File: config.mk
export PLATFORM = sky130hd
export DESIGN_NAME = soc_event_prio_arbiter
export DESIGN_NICKNAME = d
export VERILOG_FILES = /design/src/rtl/soc_event_arb_pkg.sv /design/src/rtl/soc_event_rr_pick.sv /design/src/rtl/soc_event_prio_arbiter.sv
export SDC_FILE = /design/constraint.sdc
export NUM_CORES = 2
export LEC_CHECK = 0
export BUFFER_PORTS_ARGS = -buffer_cell sky130_fd_sc_hd__buf_4
export CORE_AREA = 2 2 507 509
export CTS_BUF_LIST = sky130_fd_sc_hd__clkbuf_8
export DETAILED_ROUTE_END_ITERATION = 8
export DIE_AREA = 0 0 509 511
export PLACE_DENSITY_LB_ADDON = 0.15
export SYNTH_ARGS = -nofsm -noshare
export SYNTH_HDL_FRONTEND = slang
export SYNTH_SLANG_ARGS = --single-unit
File: constraint.sdc
create_clock -name clk_i -period 461.5 [get_ports clk_i]
set_input_delay 92.3 -clock clk_i [delete_from_list [all_inputs] [get_ports clk_i]]
set_output_delay 92.3 -clock clk_i [all_outputs]
set_load 0.01 [all_outputs]
File: src/rtl/soc_event_arb_pkg.sv
// Shared definitions for the SoC event priority arbiter.
package soc_event_arb_pkg;

    localparam int unsigned EvntNumDefault  = 256;
    localparam int unsigned PrioLvlsDefault = 4;

    // Widest one-hot vector onehot_to_idx accepts; narrower vectors are zero-extended.
    localparam int unsigned OhMaxW = 1024;

    // Bit width needed to encode n values, never less than 1.
    function automatic int unsigned clog2_min1(input int unsigned n);
        return (n > 1) ? $clog2(n) : 1;
    endfunction

    // Encoded index of a one-hot vector (OR of set-bit positions; 0 for an empty vector).
    function automatic int unsigned onehot_to_idx(input logic [OhMaxW-1:0] vec);
        int unsigned idx;
        idx = 0;
        for (int unsigned i = 0; i < OhMaxW; i++) begin
            if (vec[i]) idx |= i;
        end
        return idx;
    endfunction

endpackage

File: src/rtl/soc_event_rr_pick.sv
// Round-robin first-set search: lowest set bit at or above ptr_i, wrapping to 0.
module soc_event_rr_pick
    import soc_event_arb_pkg::*;
#(
    parameter int unsigned N     = EvntNumDefault,
    parameter int unsigned IDX_W = clog2_min1(N)
) (
    input  logic [N-1:0]     vec_i,
    input  logic [IDX_W-1:0] ptr_i,
    output logic             found_o,
    output logic [IDX_W-1:0] idx_o
);

    logic [N-1:0]   therm;
    logic [2*N-1:0] dbl;

    // Thermometer mask: ones at and above the pointer.
    always_comb begin
        therm = '0;
        for (int unsigned i = 0; i < N; i++) begin
            therm[i] = (i >= 32'(ptr_i));
        end
    end

    // Lower half holds the at-or-above-pointer candidates, upper half the wrapped ones.
    assign dbl = {vec_i, vec_i & therm};

    // Lowest set bit of the double-width vector; downward scan lets the lowest win.
    always_comb begin
        found_o = 1'b0;
        idx_o   = '0;
        for (int unsigned j = 2 * N; j > 0; j--) begin
            if (dbl[j-1]) begin
                found_o = 1'b1;
                idx_o   = (j - 1 >= N) ? IDX_W'(j - 1 - N) : IDX_W'(j - 1);
            end
        end
    end

endmodule

File: src/rtl/soc_event_prio_arbiter.sv
// Strict-priority event arbiter with per-level round-robin and a registered valid/ready grant.
module soc_event_prio_arbiter
    import soc_event_arb_pkg::*;
#(
    parameter int unsigned EVNT_NUM  = EvntNumDefault,
    parameter int unsigned PRIO_LVLS = PrioLvlsDefault,
    parameter int unsigned IDX_W     = clog2_min1(EVNT_NUM),
    parameter int unsigned PL_W      = clog2_min1(PRIO_LVLS)
) (
    input  logic                     clk_i,
    input  logic                     rst_i,
    input  logic [EVNT_NUM-1:0]      req_i,
    input  logic [EVNT_NUM-1:0]      mask_i,
    input  logic [EVNT_NUM*PL_W-1:0] prio_i,
    output logic                     gnt_valid_o,
    input  logic                     gnt_ready_i,
    output logic [EVNT_NUM-1:0]      gnt_o,
    output logic [IDX_W-1:0]         gnt_idx_o,
    output logic [PL_W-1:0]          gnt_prio_o,
    output logic                     any_req_o
);

    logic [EVNT_NUM-1:0][PL_W-1:0]   prio_c;
    logic [EVNT_NUM-1:0]             excl;
    logic [EVNT_NUM-1:0]             elig;
    logic [EVNT_NUM-1:0]             lvl_vec;
    logic [PL_W-1:0]                 lvl;
    logic [PRIO_LVLS-1:0][IDX_W-1:0] ptr_q;
    logic [IDX_W-1:0]                ptr_sel;
    logic [IDX_W-1:0]                ptr_nxt;
    logic                            pick_found;
    logic [IDX_W-1:0]                pick_idx;
    logic                            load;

    logic                gnt_valid_q, gnt_valid_d;
    logic [EVNT_NUM-1:0] gnt_q, gnt_d;
    logic [IDX_W-1:0]    gnt_idx_q, gnt_idx_d;
    logic [PL_W-1:0]     gnt_prio_q, gnt_prio_d;

    // Clamp out-of-range priority fields to the top level.
    always_comb begin
        prio_c = '0;
        for (int unsigned k = 0; k < EVNT_NUM; k++) begin
            prio_c[k] = (32'(prio_i[k*PL_W +: PL_W]) >= PRIO_LVLS) ?
                        PL_W'(PRIO_LVLS - 1) : prio_i[k*PL_W +: PL_W];
        end
    end

    // An event whose grant is being accepted this cycle may not be re-granted at once.
    assign excl      = (gnt_valid_q && gnt_ready_i) ? gnt_q : '0;
    assign elig      = req_i & mask_i & ~excl;
    assign any_req_o = |(req_i & mask_i);

    // Highest priority level present among eligible events.
    always_comb begin
        lvl = '0;
        for (int unsigned k = 0; k < EVNT_NUM; k++) begin
            if (elig[k] && (prio_c[k] > lvl)) lvl = prio_c[k];
        end
    end

    // Eligible events at the winning level.
    always_comb begin
        lvl_vec = '0;
        for (int unsigned k = 0; k < EVNT_NUM; k++) begin
            lvl_vec[k] = elig[k] && (prio_c[k] == lvl);
        end
    end

    // Select the round-robin pointer of the winning level.
    always_comb begin
        ptr_sel = '0;
        for (int unsigned l = 0; l < PRIO_LVLS; l++) begin
            if (PL_W'(l) == lvl) ptr_sel = ptr_q[l];
        end
    end

    soc_event_rr_pick #(
        .N     (EVNT_NUM),
        .IDX_W (IDX_W)
    ) u_pick (
        .vec_i   (lvl_vec),
        .ptr_i   (ptr_sel),
        .found_o (pick_found),
        .idx_o   (pick_idx)
    );

    // pick_found is set exactly when any event is eligible.
    assign load    = (~gnt_valid_q | gnt_ready_i) & pick_found;
    assign ptr_nxt = (pick_idx == IDX_W'(EVNT_NUM - 1)) ? '0 : pick_idx + 1'b1;

    // Advance only the winning level's pointer, and only when a grant is loaded.
    always_ff @(posedge clk_i or posedge rst_i) begin
        if (rst_i) begin
            ptr_q <= '0;
        end else if (load) begin
            for (int unsigned l = 0; l < PRIO_LVLS; l++) begin
                if (PL_W'(l) == lvl) ptr_q[l] <= ptr_nxt;
            end
        end
    end

    // Output register next state: load, drain on accept, or hold while stalled.
    always_comb begin
        gnt_valid_d = gnt_valid_q;
        gnt_d       = gnt_q;
        gnt_idx_d   = gnt_idx_q;
        gnt_prio_d  = gnt_prio_q;
        if (load) begin
            gnt_valid_d = 1'b1;
            gnt_d       = EVNT_NUM'(1) << pick_idx;
            gnt_idx_d   = pick_idx;
            gnt_prio_d  = lvl;
        end else if (gnt_valid_q && gnt_ready_i) begin
            gnt_valid_d = 1'b0;
            gnt_d       = '0;
            gnt_idx_d   = '0;
            gnt_prio_d  = '0;
        end
    end

    // Registered grant outputs.
    always_ff @(posedge clk_i or posedge rst_i) begin
        if (rst_i) begin
            gnt_valid_q <= 1'b0;
            gnt_q       <= '0;
            gnt_idx_q   <= '0;
            gnt_prio_q  <= '0;
        end else begin
            gnt_valid_q <= gnt_valid_d;
            gnt_q       <= gnt_d;
            gnt_idx_q   <= gnt_idx_d;
            gnt_prio_q  <= gnt_prio_d;
        end
    end

    assign gnt_valid_o = gnt_valid_q;
    assign gnt_o       = gnt_q;
    assign gnt_idx_o   = gnt_idx_q;
    assign gnt_prio_o  = gnt_prio_q;

endmodule

* Word level (Yosys, flattened, before mapping) *
Cells that the tools add are included.

storage, ports and cells
  word-level logic and storage cells = 2602
  bits in registers = 299

cells by class
  add/subtract/negate cells = 1
  $lt $le $gt $ge = 511
  bitwise logic cells = 7
  shift operators = 1
  equal/unequal tests = 260
  reductions and logical operators = 520
  multiplexer cells = 1294

operators by type and width
  cell                   number
  $mux 8                 519
  $ge 8x8->1 const A     127
  $and 256x256->256      3
  $mux 256               3
  $mux 2                 258
  $mux 1                 514
  $logic_and 1x1->1      513
  $eq 2x2->1             256
  $ge 7x8->1 const A     64
  $gt 2x2->1             255
  $ge 6x8->1 const A     32
  $not 256->256          1
  $reduce_or 256->1      1
  $shl 1x8->256 const A  1
  $ge 5x8->1 const A     16
  $ge 4x8->1 const A     8
  $ge 3x8->1 const A     4
  $ge 1x8->1 const A     2
  $ge 2x8->1 const A     2
  $add 8x1->8 const B    1
  $eq 8x8->1 const B     1
  $reduce_and 2->1       4
  $eq 2x2->1 const A     2
  $eq 1x2->1 const A     1
  6 further kinds        6

* Depth between registers and ports, before layout *
  word-level depth = 1287
  gate-level depth with buffers = 1609
  mapped depth without buffers = 1592

* Cells and area by module *
Synthesis repeated with hierarchy kept, for this count alone.

unflattened totals
  cell total of the unflattened synthesis = 8083
  area total of the unflattened synthesis = 52636.7 µm²

by module, submodules not included
  module                  area each (µm²)  times used  cells each  seq. area each (µm²)
  soc_event_prio_arbiter  40867.9          1           6102        7482.2
  soc_event_rr_pick       11768.8          1           1981        0.0

* Least setup slack after synthesis *
No wires, ideal clock.

  kind = input to register
  from = input gnt_ready_i
  to = register ptr_q[11] (netlist bit)
  data arrival time = 366.686 ns
  stages = 1545
  path slack = 94.682 ns
  library setup time = 0.132 ns
  path through = buf_2 nand3_1 nand4_1 ha_1 nor2b_1 o2111ai_1 o21ai_0 ha_1 nor2_1 inv_1 a2111o_1 a21o_1 ha_1 o31ai_1 mux2_2 ha_1 nor2_1 maj3_1 (+1509 left out) or4_1 a221o_1 nand4bb_1 nor3_1 a211oi_1 a21oi_1 o21ai_0 a41oi_1 o211a_1 o21bai_1 inv_1 ha_1 inv_1 nor4b_2 nor3b_1 a21oi_1 a221oi_2 o21ai_1

RTL lines
  element                         RTL line                      text
  start: declaration              soc_event_prio_arbiter.sv:16  input logic gnt_ready_i,
  end signal: indexed assignment  soc_event_prio_arbiter.sv:98  if (PL_W'(l) == lvl) ptr_q[l] <= ptr_nxt;
  end: declaration                soc_event_prio_arbiter.sv:28  logic [PRIO_LVLS-1:0][IDX_W-1:0] ptr_q;

==> flow_summary_export.csv <==
group,metric,value,unit
placement,routabilityCongestion,1.036,
floorplanning,rows,186,
synth,synth_area,0.05813,mm²
clocking,postCtsHoldBufs,0,
floorplanning,die_h,511,µm
critical_path,arrival,416440,ps
detailed_routing,via_per_inst,6.166,
detailed_routing,firstDrtPassIters,6,
synth,ys_seq_elements,299,
synth,ys.flop_type,"dfrtp_1",
detailed_routing,drtIter0Drc,10580,
detailed_routing,wl_per_cell,39.05,µm
sta,rsz0062_at_grt,"no",
sta,skew,30.06,ps
detailed_routing,antenna_left,0,
clocking,cts.htree.levels,2,
clocking,cts_tree,"built",
critical_path,critPathLaunchType,"primary input",
critical_path,criticalPathCategory,"primary input to register",
sta,fin_crit_sh,90.10,%
floorplanning,die-area,0.2601,mm²
sta,slew_headroom,10.80,%
job,drv_cap,0,
critical_path,critPathCaptureType,"register",
placement,hpwl,431900,µm
critical_path,r2r_start,"gnt_o[0]",
clocking,cts_num_sinks,299,
layout,final_util,28.92,%
clocking,clk_latency,750,ps
synth,syn_inst,8461,
grt,grt_pass1_wl,678300,µm
critical_path,crit_path_frequent_cell,"nor2_1",
critical_path,critPathSlowestCell,"o21bai_1",
detailed_routing,route.detailed.drc,0,
placement,portBuffers,1294,
clocking,root_buffer,"clkbuf_8",
worst_hold_path,hp-class,"register to register",
floorplanning,top_level_ports,1295,
sta,slew_viol_final,0,
sta,finalHoldViolCount,0,
synth,synthArstFlopShare,100.0,%
detailed_routing,vias,81220,
layout,final_cell_mix,"1553 x buf_4, 1248 x nand2_1, 717 x nor2_1",
synth,synth_nets,9751,
critical_path,cp_max_fo,30,
clocking,post_cts_buffers,0,
sta,setup_viol,0,
sta,setup_ws,45680,ps
synth,ys_warn_count,0,
clocking,cts-resized-gates,0,
critical_path,reg2reg_slack,137000,ps
placement,dp_slack,50780,ps
synth,synth.distinct_cells,132,
grt,grt_pass1_vias,75070,
grt,overflow,0,
layout,drive_gt1_share,20.78,%
sta,fmax,2.405,MHz
grt,antenna_found_initial,141,
clocking,path_clk_slew,70,ps
layout,area_delta_synth_final,27.02,%
synth,syn_area_per_cell,6.871,µm²
floorplanning,core_area,0.2553,mm²
critical_path,max_stage_delay,940,ps
grt,grt_max_degree,90,
floorplanning,initial_core_util,22.77,%
worst_hold_path,hold_path.startpoint,"ptr_q[0]",
detailed_routing,routed_wl,514400,µm
outcome,status,"finished clean",
clocking,cts_buffer_depth,3,
sta,tns,0,ps
grt,groute.usage.overall,37.56,%
critical_path,worstPathRequired,462120,ps
synth,ys_seq_area_share,12.87,%
sta,fin_crit,415820,ps
layout,layout.nets,10960,
clocking,numCtsBuffers,54,
sta,worstMarginPinSlew,1335,ps
critical_path,critPathLaunch,"gnt_ready_i",
floorplanning,die_w,509,µm
layout,final_common_cell,"buf_4",
synth,synth_edf_count,0,
-- worst max-delay path, delay by kind of cell --
family	cells	cell delay, ps
AND/OR/NAND/NOR	279	41070
AO/OA/AOI/OAI	257	57030
buffers and inverters	9	1410
adder cells (fa/ha/maj)	149	42540
multiplexers	22	7490
-- sequential cells by signal, indices dropped and copies added, names as in the netlist --
name and flops:
gnt_o 256, gnt_valid_o 1, gnt_prio_o 2, gnt_idx_o 8, ptr_q 32
-- cell usage after synthesis, types with 198 or more instances --
library cell / number / area share, %
nor2_1: 725 / 4.7
nand3_1: 390 / 3.4
dfrtp_1: 299 / 13
a22o_1: 198 / 3.0
xnor2_1: 341 / 5.1
o21ai_0: 364 / 3.1
nor3_1: 269 / 2.3
inv_1: 378 / 2.4
ha_1: 263 / 5.7
nand2_1: 1253 / 8.1
a21oi_1: 525 / 4.5
a211oi_1: 320 / 4.1
-- metal layers --
metal	track usage (%)	vias to the layer above	part of all wire [%]
met1	50.68	40610	43
li1	-	34790	-
met3	10.89	812	11
met4	15.00	70	4.3
met2	55.54	4927	42
met5	0	-	0.086
-- stage by stage --
stage / area [µm²] / instances / hold slack, ps
final: 73840 / 13170 / 481.4
after global routing: 73770 / 13140 / 512.9
after CTS: 73640 / 13090 / 485.1
after detailed placement: 72440 / 13000 / 469.4
after global placement: 72430 / 12990 / 466.2
after floorplan: 58130 / 8461 / 449.2
-- cell families (layout without fill, tap and decap cells) --
kind of cell             after synthesis  in the layout  share of synthesized area, %
buffers and inverters                789           2033                         6.026
adder cells (fa/ha/maj)              350            350                         7.158
AND/OR/NAND/NOR                     3657           3657                         30.50
AO/OA/AOI/OAI                       2818           2818                         34.50
other                                  0             82                             0
XOR/XNOR                             343            343                         5.168
multiplexers                         205            205                         3.786
flip-flops                           299            299                         12.87
-- path summary, 6_finish.rpt --
path                               to  cells after the start
min                          ptr_q[0]                      2
max reg2reg                 gnt_o[39]                   1522
min reg2reg                  ptr_q[0]                      2
max in group asynchronous  gnt_o[151]                      5
min in group asynchronous   gnt_o[30]                      2
max                         gnt_o[39]                    716
-- layout make-up --
cell class / count / area, µm²
Fill cell: 28440 / 181500
Multi-Input combinational cell: 7373 / 47520
Timing Repair Buffer: 1559 / 11770
Sequential cell: 299 / 7483
Tap cell: 3384 / 4234
Inverter: 380 / 1434
Clock buffer: 70 / 963.4
Clock inverter: 24 / 229.0
Antenna cell: 82 / 205.2
Power is not shown: default switching activity piles up to over one toggle a cycle in this logic, so the estimate is an artifact.
